==> src/rtl/pong_pkg.sv <==
// Shared Pong playfield constants and paddle FSM state encoding.
package pong_pkg;

  typedef enum logic [1:0] {
    IDLE,
    SLOW,
    FAST
  } paddle_state_t;

  localparam int X_W   = 10;
  localparam int Y_W   = 9;
  localparam int MAX_V = 240;
  localparam int MAX_H = 320;

endpackage

==> src/rtl/paddle_axis.sv <==
// Single paddle: request decode, accelerating move FSM and exact playfield clamp.
// Optional CPU tracking of the ball is compiled in with PADDLE_AI_EN.
module paddle_axis
  import pong_pkg::*;
#(
  parameter int HEIGHT      = 20,
  parameter int MIN_V       = 0,
  parameter int MAX_V       = pong_pkg::MAX_V,
  parameter int START_V     = (MIN_V + MAX_V - HEIGHT) / 2,
  parameter int SPEED_SLOW  = 1,
  parameter int SPEED_FAST  = 4,
  parameter int ACCEL_TICKS = 8,
  parameter int AI_DEADBAND = 2
) (
  input  logic           clock,
  input  logic           reset,
  input  logic           tick,
  input  logic           up,
  input  logic           down,
  input  logic           ai_mode,
  input  logic [Y_W-1:0] ball_y,
  output logic [Y_W-1:0] y,
  output logic           moving,
  output logic           at_limit
);

  localparam logic [9:0]     MIN_Y  = 10'(MIN_V);
  localparam logic [9:0]     TOP_Y  = 10'(MAX_V - HEIGHT);
  localparam logic [9:0]     SLOW_S = 10'(SPEED_SLOW);
  localparam logic [9:0]     FAST_S = 10'(SPEED_FAST);
  localparam logic [8:0]     ACCEL  = 9'(ACCEL_TICKS);
  localparam logic [Y_W-1:0] START  = Y_W'(START_V);

  paddle_state_t state;
  logic [7:0]    cnt;
  logic          dir_up;
  logic          req_up;
  logic          req_dn;
  logic          ai_sel;
  logic [9:0]    y_slow;
  logic [9:0]    y_fast;
  logic [8:0]    cnt_inc;

  function automatic logic [9:0] step_pos(input logic [9:0] cur, input logic go_up,
                                          input logic [9:0] step);
    logic [9:0] sum;
    sum = cur + step;
    if (go_up) return (sum > TOP_Y) ? TOP_Y : sum;
    return (cur < MIN_Y + step) ? MIN_Y : cur - step;
  endfunction

`ifdef PADDLE_AI_EN
  logic [9:0] centre;
  always_comb begin
    centre = {1'b0, y} + 10'(HEIGHT / 2);
    ai_sel = ai_mode;
    if (ai_mode) begin
      req_up = {1'b0, ball_y} > centre + 10'(AI_DEADBAND);
      // ball + deadband < centre avoids underflow near the bottom edge
      req_dn = {1'b0, ball_y} + 10'(AI_DEADBAND) < centre;
    end else begin
      req_up = up & ~down;
      req_dn = down & ~up;
    end
  end
`else
  logic ai_unused;
  assign ai_unused = ^{ai_mode, ball_y};
  always_comb begin
    ai_sel = 1'b0;
    req_up = up & ~down;
    req_dn = down & ~up;
  end
`endif

  always_comb begin
    y_slow  = step_pos({1'b0, y}, req_up, SLOW_S);
    y_fast  = step_pos({1'b0, y}, req_up, FAST_S);
    cnt_inc = {1'b0, cnt} + 9'd1;
  end

  always_ff @(posedge clock) begin
    if (reset) begin
      y      <= START;
      state  <= IDLE;
      cnt    <= '0;
      dir_up <= 1'b0;
      moving <= 1'b0;
    end else if (tick) begin
      if (!(req_up || req_dn)) begin
        state  <= IDLE;
        cnt    <= '0;
        moving <= 1'b0;
      end else if (state == IDLE || req_up != dir_up) begin
        y      <= y_slow[Y_W-1:0];
        cnt    <= 8'd1;
        dir_up <= req_up;
        state  <= (!ai_sel && ACCEL <= 9'd1) ? FAST : SLOW;
        moving <= 1'b1;
      end else if (state == FAST && !ai_sel) begin
        y <= y_fast[Y_W-1:0];
      end else begin
        // CPU control drops a FAST paddle back to SLOW and keeps it there
        y <= y_slow[Y_W-1:0];
        if (cnt != '1) cnt <= cnt_inc[7:0];
        state <= (!ai_sel && cnt_inc >= ACCEL) ? FAST : SLOW;
      end
    end
  end

  assign at_limit = (y == MIN_Y[Y_W-1:0]) || (y == TOP_Y[Y_W-1:0]);

endmodule

==> src/rtl/paddle_bank.sv <==
// Bank of NUM_PADDLES paddle_axis channels with packed outputs and fixed x positions.
// CPU paddle tracking is enabled by defining PADDLE_AI_EN.
module paddle_bank
  import pong_pkg::*;
#(
  parameter int NUM_PADDLES = 2,
  parameter int HEIGHT      = 20,
  parameter int MIN_V       = 0,
  parameter int MAX_V       = pong_pkg::MAX_V,
  parameter int START_V     = (MIN_V + MAX_V - HEIGHT) / 2,
  parameter int X_BASE      = 8,
  parameter int X_STEP      = 300,
  parameter int SPEED_SLOW  = 1,
  parameter int SPEED_FAST  = 4,
  parameter int ACCEL_TICKS = 8,
  parameter int AI_DEADBAND = 2
) (
  input  logic                         clock,
  input  logic                         reset,
  input  logic                         tick,
  input  logic [NUM_PADDLES-1:0]       up,
  input  logic [NUM_PADDLES-1:0]       down,
  input  logic [NUM_PADDLES-1:0]       ai_mode,
  input  logic [Y_W-1:0]               ball_y,
  output logic [NUM_PADDLES*X_W-1:0]   paddle_x,
  output logic [NUM_PADDLES*Y_W-1:0]   paddle_y,
  output logic [NUM_PADDLES-1:0]       moving,
  output logic [NUM_PADDLES-1:0]       at_limit
);

  for (genvar i = 0; i < NUM_PADDLES; i++) begin : g_paddle
    assign paddle_x[X_W*i +: X_W] = X_W'(X_BASE + i * X_STEP);

    paddle_axis #(
      .HEIGHT     (HEIGHT),
      .MIN_V      (MIN_V),
      .MAX_V      (MAX_V),
      .START_V    (START_V),
      .SPEED_SLOW (SPEED_SLOW),
      .SPEED_FAST (SPEED_FAST),
      .ACCEL_TICKS(ACCEL_TICKS),
      .AI_DEADBAND(AI_DEADBAND)
    ) u_axis (
      .clock   (clock),
      .reset   (reset),
      .tick    (tick),
      .up      (up[i]),
      .down    (down[i]),
      .ai_mode (ai_mode[i]),
      .ball_y  (ball_y),
      .y       (paddle_y[Y_W*i +: Y_W]),
      .moving  (moving[i]),
      .at_limit(at_limit[i])
    );
  end

endmodule
==> config.mk <==
export PLATFORM = sky130hd
export DESIGN_NAME = paddle_bank
export DESIGN_NICKNAME = d
export VERILOG_FILES = /design/src/rtl/pong_pkg.sv /design/src/rtl/paddle_axis.sv /design/src/rtl/paddle_bank.sv
export SDC_FILE = /design/constraint.sdc
export NUM_CORES = 1
export LEC_CHECK = 0
export ABC_AREA = 1
export BUFFER_PORTS_ARGS = -buffer_cell sky130_fd_sc_hd__clkbuf_2
export CORE_MARGIN = 4
export CORE_UTILIZATION = 43
export DETAILED_ROUTE_END_ITERATION = 6
export GPL_TIMING_DRIVEN = 0
export PLACE_DENSITY = 0.6
export SETUP_SLACK_MARGIN = 0.2
export SYNTH_ARGS = -nofsm -noshare
export SYNTH_HDL_FRONTEND = slang
export SYNTH_HIERARCHICAL = 1
export SYNTH_SLANG_ARGS = --single-unit
==> constraint.sdc <==
create_clock -name clock -period 4.3 [get_ports clock]
set_input_delay 0.215 -clock clock [delete_from_list [all_inputs] [get_ports clock]]
set_output_delay 0.215 -clock clock [all_outputs]
set_load 0.02 [all_outputs]
==> impl_summary.log <==
INFO  metric nFillCells = 982
INFO  metric wl = 11.2 mm
INFO  metric dpl.hpwl = 8.77 mm
INFO  metric clock_tree.root_cell = clkbuf_8
INFO  metric globalRoute.totalOverflow = 0
INFO  metric drive_above_1_share = 16.5%
INFO  metric dr.first_iter.drc_count = 251
INFO  metric grt_pass1_vias = 3930
INFO  metric row_count = 35
INFO  metric final-max-slew-violation-count = 0
INFO  metric core_area = 9330 sq um
INFO  metric unrepaired_setup_endpoints_after_global_routing = false
INFO  metric ys_types = 37
INFO  metric num-nets-final = 758
INFO  metric worst_skew_pair.late_latency = 0.30 ns
INFO  metric final-hold-violation-count = 0
INFO  metric postSynthRegisterBits = 42
INFO  metric fin_setup_tns = 0 ns
INFO  metric design.die.area = 11300 sq um
INFO  metric power.density = 239 nW/um^2
INFO  metric area.growth.synth_to_final = 11.1%
INFO  metric hold_wc_path_type = input port to register
INFO  metric cp-end-kind = output port
INFO  metric cts.clk_slew.worst_paths = 0.10 ns
INFO  metric cts_htree_levels = 2
INFO  metric synth_warnings = 6
INFO  metric hold_depth = 2
INFO  metric post-cts-setup-buffers = 0
INFO  metric required = 4.09 ns
INFO  metric rr_worst_depth = 10
INFO  metric synth-edff-count = 0
INFO  metric vias = 4282
INFO  metric crit_path_max_fo = 10
INFO  metric die_height = 106 um
INFO  metric timing.setup.critical_path_class = register to output port
INFO  metric diodes = 0
INFO  metric outcome = finished, final reports clean
INFO  metric postCtsHoldBufs = 0
INFO  metric ys_seq_area_share = 20.2%
INFO  metric route.detailed.drc = 0
INFO  metric grt_max_degree = 17
INFO  metric avgSynthCellArea = 6.22 sq um
INFO  metric async_flop_share = 0%
INFO  metric globalRouteTotalUtil = 19.7%
INFO  metric cts_buffers = 5
INFO  metric postSynth.topFlopCell = dfxtp_1
INFO  metric boundaryPins = 60
INFO  metric timing.critical_path.from_type = register
INFO  metric drt-vias-per-instance = 5.04
INFO  metric number_of_buffers_on_the_longest_clock_path = 2
INFO  metric cell_count_after_synthesis = 668
INFO  metric synth_area = 4150 sq um
INFO  metric cts_resized = 0
INFO  metric io_buffer_count = 27
INFO  metric power.ir.vdd_worst = 0.142 mV
INFO  metric postRouteAntennaNets = 0
INFO  metric mostFrequentLayoutCells = 168 x nand2_1, 74 x inv_1, 64 x nand3_1
INFO  metric period_share = 57.3%
INFO  metric timing.fmax = 0.406 GHz
INFO  metric floorplan.initialDensity = 44.5%
INFO  metric cts_tree = built
INFO  metric timing.clock.skew = 0.00703 ns
INFO  metric wl_per_cell = 13.2 um
INFO  metric data_arrival_time_at_the_worst_slack_endpoint = 2.25 ns
INFO  metric p_leak = 0.00216 uW
INFO  metric grt_antenna_before_repair = 0
INFO  metric final_core_utilization = 49.5%
INFO  metric mostFrequentLayoutCell = nand2_1
INFO  metric clock_sinks = 42
INFO  metric drv.max_cap_violation_count = 0
INFO  metric die_w = 106 um
INFO  metric post-route-min-period = 2.46 ns
INFO  metric detail_route.first_pass.iterations = 5
INFO  metric setup_violations = 0
INFO  metric grt_pass1_wl = 18.5 mm
INFO  metric gp_congestion = 0.922
[logic make-up after synthesis]
family	Yosys count	synth area share, %
AOI/OAI and AO/OA	128	17.9
xor gates and xnor gates	26	5.48
adders and majority gates	20	6.02
buffers and inverters	122	14.4
DFF	42	20.2
other	2	0.181
and+or+nand+nor	328	35.8
[flip-flops by register name, summed over array words and instances (netlist names)]
register                cells
g_paddle.u_axis/dir_up      2
g_paddle.u_axis/cnt        16
g_paddle.u_axis/y          18
g_paddle.u_axis/moving      2
g_paddle.u_axis/state       4
[stage by stage]
step / total power (uW) / instances / setup WS [ns] / area [sq um] / hold slack (ns)
global route: 1180 / 850 / 1.62 / 4610 / 0.180
CTS: 1110 / 850 / 1.82 / 4610 / 0.172
detailed placement: 821 / 842 / 2.16 / 4520 / 0.485
floorplan: 731 / 686 / 2.37 / 4220 / 0.315
finish: 1100 / 850 / 1.84 / 4610 / 0.186
global placement: 816 / 842 / 2.19 / 4520 / 0.477
[power breakdown]
part           internal (uW)  total (uW)  switching [uW]
logic                    125         364             239
registers                413         453            39.5
clock network            121         287             167
total                    659        1100             445
[final cells by class]
class	instances	area (sq um)	area share [%]
Multi-Input combinational cell	522	2780	60.3
Sequential cell	42	841	18.2
Inverter	88	330	7.16
Buffer	34	268	5.80
Tap cell	129	161	3.50
Timing Repair Buffer	27	135	2.93
Clock buffer	5	68.8	1.49
Clock inverter	3	27.5	0.597
[cells in the mapped netlist (8+ instances only)]
cell type,instances,area [sq um]
xor2_1,22,193
inv_1,74,278
nand3_1,64,320
nor2_2,12,75.1
nor2_1,48,180
o21ai_1,8,40.0
a21oi_1,54,270
dfxtp_1,42,841
buf_4,24,180
ha_1,20,250
o21ai_0,40,200
inv_2,12,45.0
nand2_1,168,631
[per-layer routing]
layer | wire length, um | GRT usage [%] | vias up
met3 | 790 | 3.58 | 8
met5 | 0 | 0 | -
li1 | - | - | 2231
met2 | 4800 | 30.4 | 125
met4 | 102 | 4.90 | 0
met1 | 5510 | 28.2 | 1918
[path summary, 6_finish.rpt]
kind	from	end	slack (ns)
setup / recovery	g_paddle[1].u_axis/y[2]	at_limit[1]	1.84
hold / removal	tick	g_paddle[0].u_axis/moving	0.19
setup reg to reg	g_paddle[1].u_axis/y[2]	g_paddle[1].u_axis/y[8]	2.18
hold reg to reg	g_paddle[1].u_axis/cnt[2]	g_paddle[1].u_axis/cnt[2]	0.50
[worst max-delay path: stages (launching register included)]
cell and delay (ns):
dfxtp_1 0.35, buf_2 0.20, inv_1 0.25, ha_1 0.27
nand2_1 0.14, nor3_1 0.25, inv_1 0.10, o21ai_0 0.08
nand2_1 0.07, nor2_1 0.08, clkbuf_2 0.17
Note: power is estimated with default switching activity, not from simulation.
